==> src/rtl/branch_trace_driver.sv <==
// Branch-predictor initiator: accepts resolved outcomes, queries and trains the
// predictor, scores each prediction and keeps saturating hit/miss statistics.
//
// state    | meaning
// ---------+----------------------------------------------------------
// S_IDLE   | ready for the next outcome from upstream
// S_QUERY  | one-cycle query strobe (result) to the predictor
// S_WAIT   | counting down to the prediction sample point
// S_UPDATE | one-cycle training strobe (request), score and count
module branch_trace_driver #(
  parameter int CNT_W    = 16,
  parameter int WAIT_CYC = 1
) (
  input  logic             clk,
  input  logic             rst_n,
  input  logic             br_valid,
  input  logic             br_taken,
  output logic             br_ready,
  output logic             request,
  output logic             taken,
  output logic             result,
  input  logic             prediction,
  output logic             pred_valid,
  output logic             pred_hit,
  input  logic             clr_stats,
  output logic [CNT_W-1:0] total_cnt,
  output logic [CNT_W-1:0] hit_cnt,
  output logic [CNT_W-1:0] miss_cnt,
  output logic             busy
);

  typedef enum logic [1:0] {
    S_IDLE,
    S_QUERY,
    S_WAIT,
    S_UPDATE
  } state_t;

  state_t           r_state;
  state_t           w_state_nxt;
  logic [3:0]       r_wait;
  logic             r_out_q;
  logic             r_request;
  logic             r_result;
  logic             r_taken;
  logic             r_pred_valid;
  logic             r_pred_hit;
  logic [CNT_W-1:0] r_total;
  logic [CNT_W-1:0] r_hit;
  logic [CNT_W-1:0] r_miss;
  logic             w_enter_upd;

  always_comb begin
    w_state_nxt = r_state;
    case (r_state)
      S_IDLE:   if (br_valid) w_state_nxt = S_QUERY;
      S_QUERY:  w_state_nxt = S_WAIT;
      S_WAIT:   if (r_wait == 4'd1) w_state_nxt = S_UPDATE;
      S_UPDATE: w_state_nxt = S_IDLE;
      default:  w_state_nxt = S_IDLE;
    endcase
  end

  assign w_enter_upd = (w_state_nxt == S_UPDATE);

  always_ff @(posedge clk) begin
    if (!rst_n) begin
      r_state      <= S_IDLE;
      r_wait       <= '0;
      r_out_q      <= 1'b0;
      r_request    <= 1'b0;
      r_result     <= 1'b0;
      r_taken      <= 1'b0;
      r_pred_valid <= 1'b0;
      r_pred_hit   <= 1'b0;
      r_total      <= '0;
      r_hit        <= '0;
      r_miss       <= '0;
    end else begin
      r_state      <= w_state_nxt;
      r_result     <= (w_state_nxt == S_QUERY);
      r_request    <= w_enter_upd;
      r_pred_valid <= w_enter_upd;
      // The prediction is captured directly as the score on the sample edge.
      r_pred_hit   <= w_enter_upd && (prediction == r_out_q);
      if (w_enter_upd) r_taken <= r_out_q;

      if (r_state == S_IDLE && br_valid) r_out_q <= br_taken;

      if (r_state == S_QUERY)     r_wait <= 4'(WAIT_CYC);
      else if (r_state == S_WAIT) r_wait <= r_wait - 4'd1;

      if (clr_stats) begin
        r_total <= '0;
        r_hit   <= '0;
        r_miss  <= '0;
      end else if (r_state == S_UPDATE) begin
        if (!(&r_total)) r_total <= r_total + CNT_W'(1);
        if (r_pred_hit) begin
          if (!(&r_hit)) r_hit <= r_hit + CNT_W'(1);
        end else begin
          if (!(&r_miss)) r_miss <= r_miss + CNT_W'(1);
        end
      end
    end
  end

  assign br_ready   = (r_state == S_IDLE) && rst_n;
  assign busy       = (r_state != S_IDLE);
  assign request    = r_request;
  assign result     = r_result;
  assign taken      = r_taken;
  assign pred_valid = r_pred_valid;
  assign pred_hit   = r_pred_hit;
  assign total_cnt  = r_total;
  assign hit_cnt    = r_hit;
  assign miss_cnt   = r_miss;

endmodule

==> config.mk <==
export PLATFORM = sky130hd
export DESIGN_NAME = branch_trace_driver
export DESIGN_NICKNAME = d
export VERILOG_FILES = /design/src/rtl/branch_trace_driver.sv
export SDC_FILE = /design/constraint.sdc
export NUM_CORES = 1
export LEC_CHECK = 0
export CORE_MARGIN = 4
export CORE_UTILIZATION = 52
export CTS_CLUSTER_SIZE = 24
export DETAILED_ROUTE_END_ITERATION = 10
export PLACE_DENSITY = 0.88
export SYNTH_ARGS = -nofsm -noshare
export SYNTH_HDL_FRONTEND = slang
export SYNTH_SLANG_ARGS = --single-unit
==> constraint.sdc <==
create_clock -name clk -period 3.57 [get_ports clk]
set_input_delay 0.714 -clock clk [delete_from_list [all_inputs] [get_ports clk]]
set_output_delay 0.714 -clock clk [all_outputs]
set_load 0.01 [all_outputs]
==> flow_metrics.py, run 1 <==
metrics = {
    "logic_synthesis": {
        "synth_seq_cells": 59,
        "synth-seq-area-share": 0.3925,
        "synth_top_flop_cell": "dfxtp_1",
        "post_synth_num_cell_types": 50,
        "syn-num-nets": 367,
        "syn-cell-area_mm2": 0.003009,
        "yosys_warnings": 0,
        "avgSynthCellArea_um2": 8.573,
        "synth_edf_count": 0,
        "postSynthCellCount": 351,
        "async_flop_share": 0,
    },
    "critical_path": {
        "path_class": "input port to output port",
        "startpoint_type": "input port",
        "cp_max_fo": 9,
        "cp.required_ns": 2.86,
        "cp.arrival_ns": 2.03,
        "crit_path_end_kind": "output port",
    },
    "die": {
        "die_h_um": 84.07,
        "die_x_um": 84.07,
        "io-pin-count": 61,
        "coreArea_mm2": 0.005574,
        "die_area_mm2": 0.007068,
        "fp-row-count": 27,
        "start_util": 0.5398,
    },
    "global_route": {
        "track_usage": 0.2092,
        "grt_antenna_before_repair": 0,
        "grt_pass1_vias": 2754,
        "overflow": 0,
        "grt_pass1_wl_um": 12430,
        "grt_max_degree": 22,
    },
    "pwr": {
        "power.density_mw_per_mm2": 410.3,
        "finalPower_w": 0.001580,
        "vdd_drop_max_uv": 367.7,
        "p_leak_nw": 1.247,
    },
    "finish": {
        "n_fill_cell": 473,
        "layout.nets": 431,
        "n_antenna_cell": 0,
        "drive_gt1_frac": 0.05728,
        "fin_area_mm2": 0.003851,
        "layout_common_cells": "clkdlybuf4s50_1, dfxtp_1, a21oi_1",
        "final_common_cell": "clkdlybuf4s50_1",
        "syn_to_final_growth_pct": 27.98,
    },
    "run": {
        "maxCapViolations": 0,
    },
    "route": {
        "wl_per_cell_um": 14.85,
        "vias": 3023,
        "drtIter0Drc": 199,
        "drt_pass1_iterations": 5,
        "routed_via_density": 6.157,
        "detail-route-antenna-nets": 0,
        "wirelength_um": 7292,
        "route.detailed.drc": 0,
    },
    "placed_design": {
        "place_area_mm2": 0.003672,
        "dp_hpwl_um": 5257,
        "finalWeightedCongestion": 0.8311,
        "io_buffers": 60,
        "pre_cts_slack_ns": 0.8385,
    },
    "cts": {
        "root_buffer": "clkbuf_8",
        "clock_latency_ns": 0.34,
        "clk_path_buf_depth": 2,
        "clkSlewWorstSetupHoldPaths_ns": 0.06,
        "h-tree-depth": 3,
        "cts.sinks": 59,
        "cts_tree": "done",
        "cts_resized": 0,
        "cts_made_buffers": 9,
        "hold_buffers": 0,
        "cts_setup_buffers": 0,
    },
    "run_status": {
        "status": "finished, final reports clean",
    },
    "timing": {
        "min_period_over_period": 0.7678,
        "fmaxAchievable_mhz": 364.8,
        "slew_headroom": 0.2298,
        "worst_pin_slew_ns": 1.145,
        "hold_viol": 0,
        "post-route-min-period_ns": 2.741,
        "tns_ns": 0,
        "rsz0062_at_grt": "no",
        "fin_worst_skew_ns": 0.008865,
        "setup_slack_ns": 0.8290,
        "setup_viol": 0,
        "drv_slew": 0,
        "whs_ns": 0.4912,
    },
    "min_path": {
        "hold_class": "register to register",
    },
}
## worst paths after layout
| path | from | endpoint | slack [ns] | cells past startpoint |
|---|---|---|---|---|
| max | rst_n | br_ready | 0.83 | 3 |
| min | r_out_q$_SDFFE_PN0P_ | r_out_q$_SDFFE_PN0P_ | 0.49 | 2 |
| max reg2reg | r_state[0]$_SDFF_PN0_ | miss_cnt[13]$_SDFFE_PP0P_ | 1.09 | 5 |
| min reg2reg | r_out_q$_SDFFE_PN0P_ | r_out_q$_SDFFE_PN0P_ | 0.49 | 2 |
## layer usage
layer,track usage,up-vias,wire length [um]
met1,0.2632,1424,3218
li1,-,1494,-
met5,0,-,0
met4,0.08333,0,119
met3,0.04640,14,437
met2,0.3451,91,3517
## per-stage QoR
stage	instances	util
after global placement	476	0.6588
after floorplan	351	-
final	491	0.6909
after detailed placement	476	0.6588
after global routing	491	0.6909
after CTS	491	0.6909
## power breakdown
group          leakage [nW]  switching, W  internal, W  total, W
combinational         0.676      0.000158     0.000142  0.000301
clock                0.0953      0.000243     0.000303  0.000546
sequential            0.476     0.0000325     0.000701  0.000734
total                  1.25      0.000434      0.00115   0.00158
## cell families after synthesis
| logic type | after synthesis | synth area share |
|---|---|---|
| AND/OR/NAND/NOR | 157 | 0.3052 |
| adder cells (fa/ha/maj) | 10 | 0.04158 |
| XOR/XNOR | 3 | 0.008733 |
| buffers and inverters | 22 | 0.03410 |
| multiplexers | 6 | 0.01996 |
| AO/OA/AOI/OAI | 94 | 0.1979 |
| flip-flops | 59 | 0.3925 |
## registers in the layout, indices dropped and copies added, names as in the netlist
signal and count:
pred_valid 1, pred_hit 1, hit_cnt 16, r_out_q 1, r_wait 4, miss_cnt 16
r_state 2, result 1, taken 1, total_cnt 16
## cell usage after synthesis, types with 2 or more instances
| cell type | number | area share |
|---|---|---|
| a211oi_1 | 2 | 0.0050 |
| a21oi_1 | 34 | 0.057 |
| a31oi_1 | 6 | 0.012 |
| a41o_1 | 2 | 0.0067 |
| and2_1 | 7 | 0.015 |
| and3_1 | 8 | 0.017 |
| and4_1 | 4 | 0.012 |
| clkbuf_1 | 8 | 0.010 |
| dfxtp_1 | 59 | 0.39 |
| ha_1 | 10 | 0.042 |
| inv_1 | 10 | 0.012 |
| mux2i_1 | 6 | 0.020 |
| nand2_1 | 29 | 0.036 |
| nand2b_1 | 6 | 0.012 |
| nand3_1 | 17 | 0.028 |
| nand3b_1 | 2 | 0.0050 |
| nand4_1 | 16 | 0.033 |
| nor2_1 | 13 | 0.016 |
| nor2b_1 | 3 | 0.0062 |
| nor3_1 | 7 | 0.012 |
| nor4_1 | 6 | 0.012 |
| nor4b_1 | 2 | 0.0058 |
| o211ai_1 | 2 | 0.0050 |
| o21a_1 | 4 | 0.010 |
| o21ai_0 | 14 | 0.023 |
| o311ai_0 | 2 | 0.0058 |
| o31ai_1 | 19 | 0.047 |
| o41ai_1 | 3 | 0.0087 |
| or3_1 | 7 | 0.015 |
| or4_1 | 22 | 0.055 |
| xnor2_1 | 2 | 0.0058 |
## critical path, cell delays in order
cell and delay, ns:
clkdlybuf4s50_1 0.61, and2_1 0.17, clkdlybuf4s50_1 0.53
## cell type report
type / instances / area, um^2 / share of cell area
well taps: 72 / 90.09 / 0.02339
multi-input cells: 270 / 1725 / 0.4480
inverters: 10 / 37.54 / 0.009747
flip-flops and latches: 59 / 1181 / 0.3067
clock buffers: 13 / 168.9 / 0.04386
clock inverters: 2 / 10.01 / 0.002599
repair buffers: 65 / 638.1 / 0.1657
Note: power is estimated with default switching activity, not from simulation.
==> run 2: changes to the inputs <==
--- a/config.mk
+++ b/config.mk
@@ -6,10 +6,10 @@
 export NUM_CORES = 1
 export LEC_CHECK = 0
 export CORE_MARGIN = 4
-export CORE_UTILIZATION = 52
+export CORE_UTILIZATION = 51
 export CTS_CLUSTER_SIZE = 24
 export DETAILED_ROUTE_END_ITERATION = 10
-export PLACE_DENSITY = 0.88
+export PLACE_DENSITY = 0.86
 export SYNTH_ARGS = -nofsm -noshare
 export SYNTH_HDL_FRONTEND = slang
 export SYNTH_SLANG_ARGS = --single-unit
==> constraint.sdc (replaced) <==
create_clock -name clk -period 2.6 [get_ports clk]
set_input_delay 0.52 -clock clk [delete_from_list [all_inputs] [get_ports clk]]
set_output_delay 0.52 -clock clk [all_outputs]
set_load 0.01 [all_outputs]
==> run 2 against run 1 <==
  * Sequential power is 38% higher
  * Clock power is 49% higher
  * Via count is 0.36% higher
  * Non-clock buffer count is 4 higher
  * Total power is 42% higher
  * Clock skew is 0.0023 ns lower
  * Critical path depth stayed put
  * Critical path type unchanged
  * Largest cell class unchanged
==> flow_metrics.py, run 2 (synthesis gave the netlist of run 1 again) <==
metrics = {
    "cts": {
        "cts.sinks": 59,
        "clock_latency_ns": 0.33,
        "root_buffer": "clkbuf_8",
        "cts_made_buffers": 9,
        "hold_buffers": 0,
        "clk_path_buf_depth": 2,
        "cts_resized": 0,
        "cts_tree": "done",
        "clkSlewWorstSetupHoldPaths_ns": 0.06,
        "cts_setup_buffers": 0,
        "h-tree-depth": 3,
    },
    "route": {
        "wirelength_um": 7328,
        "route.detailed.drc": 0,
        "drt_pass1_iterations": 4,
        "routed_via_density": 6.117,
        "highest_layer": "met4",
        "detail-route-antenna-nets": 0,
        "wl_met1_um": 3267,
        "dr_wl_met2_um": 3485,
        "vias": 3034,
        "met3_length_um": 424,
        "drtIter0Drc": 276,
        "wl_per_cell_um": 14.77,
    },
    "die": {
        "die_x_um": 84.82,
        "fp-row-count": 27,
        "die_area_mm2": 0.007194,
        "die_h_um": 84.82,
        "io-pin-count": 61,
        "coreArea_mm2": 0.005608,
        "start_util": 0.5366,
    },
    "timing": {
        "rsz0062_at_grt": "no",
        "worst_pin_slew_ns": 0.6822,
        "whs_ns": 0.4980,
        "setup_viol": 0,
        "slew_headroom": 0.5410,
        "post-route-min-period_ns": 2.338,
        "fin_worst_skew_ns": 0.006541,
        "min_period_over_period": 0.8992,
        "drv_slew": 0,
        "tns_ns": 0,
        "fmaxAchievable_mhz": 427.7,
        "hold_viol": 0,
    },
    "critical_path": {
        "crit_chain": "clkdlybuf4s50_1 > and2_1 > clkdlybuf4s50_1",
        "path_class": "input port to output port",
        "reg2reg_slack_ns": 0.46,
        "cpMostUsedCell": "clkdlybuf4s50_1",
        "startpoint_type": "input port",
        "cp_max_fo": 9,
        "cp.required_ns": 2.08,
        "cp.arrival_ns": 1.82,
        "crit_slowest_cell": "clkdlybuf4s50_1",
        "crit_path_end_kind": "output port",
        "max_stage_delay_ns": 0.60,
    },
    "global_route": {
        "track_usage": 0.2077,
        "grt_antenna_before_repair": 0,
        "grt_pass1_wl_um": 12410,
        "grt_pass1_vias": 2751,
        "grt_max_degree": 22,
        "overflow": 0,
    },
    "pwr": {
        "seqPwrFrac": 0.450,
        "vdd_drop_max_uv": 507.6,
        "p_int_w": 0.001628,
        "p_leak_nw": 1.267,
        "power_frac_comb": 0.187,
        "swShare": 0.2731,
        "clkPwrFrac": 0.363,
        "power.density_mw_per_mm2": 575.9,
        "switching_power_w": 0.0006118,
    },
    "finish": {
        "final_common_cell": "clkdlybuf4s50_1",
        "n_antenna_cell": 0,
        "drive_gt1_frac": 0.06132,
        "syn_to_final_growth_pct": 29.27,
        "layout_common_cells": "clkdlybuf4s50_1, dfxtp_1, a21oi_1",
        "layout.nets": 435,
    },
    "run": {
        "maxCapViolations": 0,
    },
    "placed_design": {
        "finalWeightedCongestion": 0.7933,
        "dp_hpwl_um": 5092,
        "io_buffers": 60,
    },
    "run_status": {
        "status": "finished, final reports clean",
    },
    "min_path": {
        "hold_class": "register to register",
    },
}
[run 2: cell types whose count changed in the layout (fill, tap and decap cells not counted), sizes merged]
cell,previous run,this run
buf,5,9
bufinv,0,1
clkbuf,13,14
clkinv,2,1
[run 2: path summary, 6_finish.rpt]
path,from,endpoint,cells after the start
max,rst_n,br_ready,3
min reg2reg,miss_cnt[1]$_SDFFE_PP0P_,miss_cnt[1]$_SDFFE_PP0P_,2
max reg2reg,r_state[0]$_SDFF_PN0_,miss_cnt[14]$_SDFFE_PP0P_,5
min,miss_cnt[1]$_SDFFE_PP0P_,miss_cnt[1]$_SDFFE_PP0P_,2
[run 2: power by group through the flow]
stage          Combinational, W  Sequential [W]  Clock (W)
2_1_floorplan          0.000259         0.00103          0
3_3_place_gp           0.000398         0.00102          0
3_5_place_dp           0.000408         0.00103          0
4_1_cts                0.000418         0.00101   0.000836
5_1_grt                0.000462         0.00102   0.000884
6_report               0.000419         0.00101   0.000813
[run 2: layout make-up]
cell class,count,area (um^2)
multi-input combinational,270,1725
fill,471,1718
sequential,59,1181
timing repair buffer,69,668.1
clock buffer,14,152.6
tap,72,90.09
inverter,10,37.54
clock inverter,2,35.03
[run 2: per-layer routing]
layer	up-vias	track usage
met5	-	0
met4	0	0.08921
met3	13	0.05049
met2	106	0.3431
met1	1413	0.2579
li1	1502	-
[run 2: critical path, delay by kind of cell]
family | cells | cell delay [ns]
buffers and inverters | 2 | 1.13
AND/OR/NAND/NOR | 1 | 0.17
[run 2: through the flow]
stage | std cells | util | total power [W] | worst slack [ns] | instance area [um^2]
after detailed placement | 480 | 0.6602 | 0.001436 | 0.2658 | 3702
after global placement | 480 | 0.6602 | 0.001422 | 0.2944 | 3702
final | 496 | 0.6937 | 0.002240 | 0.2620 | 3890
after global routing | 496 | 0.6937 | 0.002364 | 0.1928 | 3890
after CTS | 496 | 0.6937 | 0.002262 | 0.2503 | 3890
after floorplan | 351 | - | 0.001286 | 0.5937 | 3009
==> run 3: changes to the inputs <==
--- a/config.mk
+++ b/config.mk
@@ -6,10 +6,10 @@
 export NUM_CORES = 1
 export LEC_CHECK = 0
 export CORE_MARGIN = 4
-export CORE_UTILIZATION = 51
+export CORE_UTILIZATION = 46
 export CTS_CLUSTER_SIZE = 24
 export DETAILED_ROUTE_END_ITERATION = 10
-export PLACE_DENSITY = 0.86
+export PLACE_DENSITY = 0.83
 export SYNTH_ARGS = -nofsm -noshare
 export SYNTH_HDL_FRONTEND = slang
 export SYNTH_SLANG_ARGS = --single-unit
==> constraint.sdc (replaced) <==
create_clock -name clk -period 2.15 [get_ports clk]
set_input_delay 0.43 -clock clk [delete_from_list [all_inputs] [get_ports clk]]
set_output_delay 0.43 -clock clk [all_outputs]
set_load 0.01 [all_outputs]
==> run 3 against run 2 <==
  * Wire length increased by 2.1%
  * Design area increased by 2.0%
  * Cell count increased by 2.6%
  * Flip-flop and latch count unchanged
  * Sequential power increased by 21%
  * Global-route usage decreased by 0.89 points
  * Worst setup slack got worse by 0.19 ns
  * Critical path depth increased by 1
  * Critical endpoint unchanged
  * Largest power group unchanged
==> flow_metrics.py, run 3 (synthesis gave the netlist of run 1 again) <==
metrics = {
    "run_status": {
        "status": "finished, final reports clean",
    },
    "route": {
        "drt_pass1_iterations": 4,
        "route.detailed.drc": 0,
        "drtIter0Drc": 160,
        "routed_via_density": 6.106,
        "wl_per_cell_um": 14.70,
        "vias": 3108,
        "detail-route-antenna-nets": 0,
        "wirelength_um": 7480,
    },
    "critical_path": {
        "startpoint_type": "register",
        "crit_chain": "inv_1 > ha_2 > and2_1 > clkdlybuf4s50_1",
        "path_class": "register to output port",
        "cp_max_fo": 4,
        "cp.required_ns": 1.72,
        "cp.arrival_ns": 1.65,
        "crit_path_end_kind": "output port",
        "max_stage_delay_ns": 0.53,
        "reg2reg_depth": 7,
        "crit_slowest_cell": "clkdlybuf4s50_1",
    },
    "timing": {
        "slew_headroom": 0.5073,
        "fmaxAchievable_mhz": 481.3,
        "drv_slew": 0,
        "hold_viol": 0,
        "setup_viol": 0,
        "fin_worst_skew_ns": 0.009135,
        "rsz0062_at_grt": "no",
        "tns_ns": 0,
        "whs_ns": 0.5038,
        "min_period_over_period": 0.9664,
        "worst_pin_slew_ns": 0.7323,
        "post-route-min-period_ns": 2.078,
    },
    "finish": {
        "syn_to_final_growth_pct": 31.81,
        "layout_common_cells": "clkdlybuf4s50_1, dfxtp_1, a21oi_1",
        "layout.nets": 443,
        "final_common_cell": "clkdlybuf4s50_1",
        "n_antenna_cell": 0,
        "drive_gt1_frac": 0.09028,
        "final_util": 0.6246,
    },
    "pwr": {
        "vdd_drop_max_uv": 560.2,
        "finalPower_w": 0.002735,
        "p_leak_nw": 1.310,
        "power.density_mw_per_mm2": 689.6,
    },
    "global_route": {
        "track_usage": 0.1988,
        "overflow": 0,
        "grt_pass1_wl_um": 12630,
        "grt_antenna_before_repair": 0,
        "grt_pass1_vias": 2855,
        "grt_max_degree": 23,
    },
    "placed_design": {
        "io_buffers": 60,
        "dp_hpwl_um": 5290,
        "finalWeightedCongestion": 0.8782,
    },
    "die": {
        "die_h_um": 88.88,
        "die_x_um": 88.88,
        "start_util": 0.4739,
        "coreArea_mm2": 0.006350,
        "fp-row-count": 29,
        "io-pin-count": 61,
        "die_area_mm2": 0.007900,
    },
    "min_path": {
        "hold_path_depth": 2,
        "hold_class": "register to register",
    },
    "cts": {
        "clkSlewWorstSetupHoldPaths_ns": 0.07,
        "clock_latency_ns": 0.34,
        "root_buffer": "clkbuf_8",
        "clk_path_buf_depth": 2,
        "cts_tree": "done",
        "cts_made_buffers": 9,
        "cts.sinks": 59,
        "h-tree-depth": 3,
    },
    "run": {
        "maxCapViolations": 0,
    },
}
run 3: cell count changes in the layout (fill, tap and decap cells not counted):
cell        before  now
clkinv_2         1    3
buf_4            9   17
ha_2             0    1
ha_1            10    9
dfxtp_1         59   58
clkbuf_1         4    1
clkinvlp_4       0    1
dfxtp_2          0    1
run 3: cell type report:
class	count	area (um^2)
multi-input combinational	270	1728
sequential	59	1182
fill	535	2384
clock inverter	5	52.55
clock buffer	11	141.4
tap	77	96.34
inverter	10	37.54
timing repair buffer	77	728.2
run 3: what timing repair did:
action | 4_1_cts | 5_1_grt
pin swaps | 0 | 0
gates resized for setup | 1 | 1
setup buffers | 0 | 0
setup endpoints to repair | 1 | 1
hold buffers | 0 | 0
run 3: final timing paths:
path,start,to,slack (ns)
worst max register to register,r_state[1]$_SDFF_PN0_,hit_cnt[10]$_SDFFE_PP0P_,0.20
worst min-delay path,r_out_q$_SDFFE_PN0P_,r_out_q$_SDFFE_PN0P_,0.50
worst max-delay path,r_state[0]$_SDFF_PN0_,br_ready,0.07
worst min register to register,r_out_q$_SDFFE_PN0P_,r_out_q$_SDFFE_PN0P_,0.50
run 3: critical path: cells and delay by family (launching register included):
kind	cells	cell delay, ns
DFF	1	0.34
adders and majority gates	1	0.22
buffers and inverters	2	0.64
and+or+nand+nor	1	0.12
run 3: per-stage QoR:
stage,instances,setup WS (ns),area [um^2]
2_1_floorplan,351,0.1437,3009
3_3_place_gp,493,0.1451,3769
3_5_place_dp,493,0.1417,3769
4_1_cts,509,0.02809,3964
5_1_grt,509,0.003325,3966
6_report,509,0.07227,3966
run 3: where the power goes:
part           switching, W  total (W)  leakage [nW]  internal (W)
Clock              0.000450    0.00101        0.0991      0.000561
Sequential        0.0000581    0.00122         0.477       0.00117
Combinational      0.000253   0.000500         0.734      0.000247
Total              0.000762    0.00274          1.31       0.00197
run 3: metal layers:
metal / GRT usage / vias up / part of all wire
met2: 0.3340 / 82 / 0.49
met1: 0.2462 / 1501 / 0.45
met3: 0.04655 / 11 / 0.049
li1: - / 1514 / -
met5: 0 / - / 0
met4: 0.07555 / 0 / 0.015
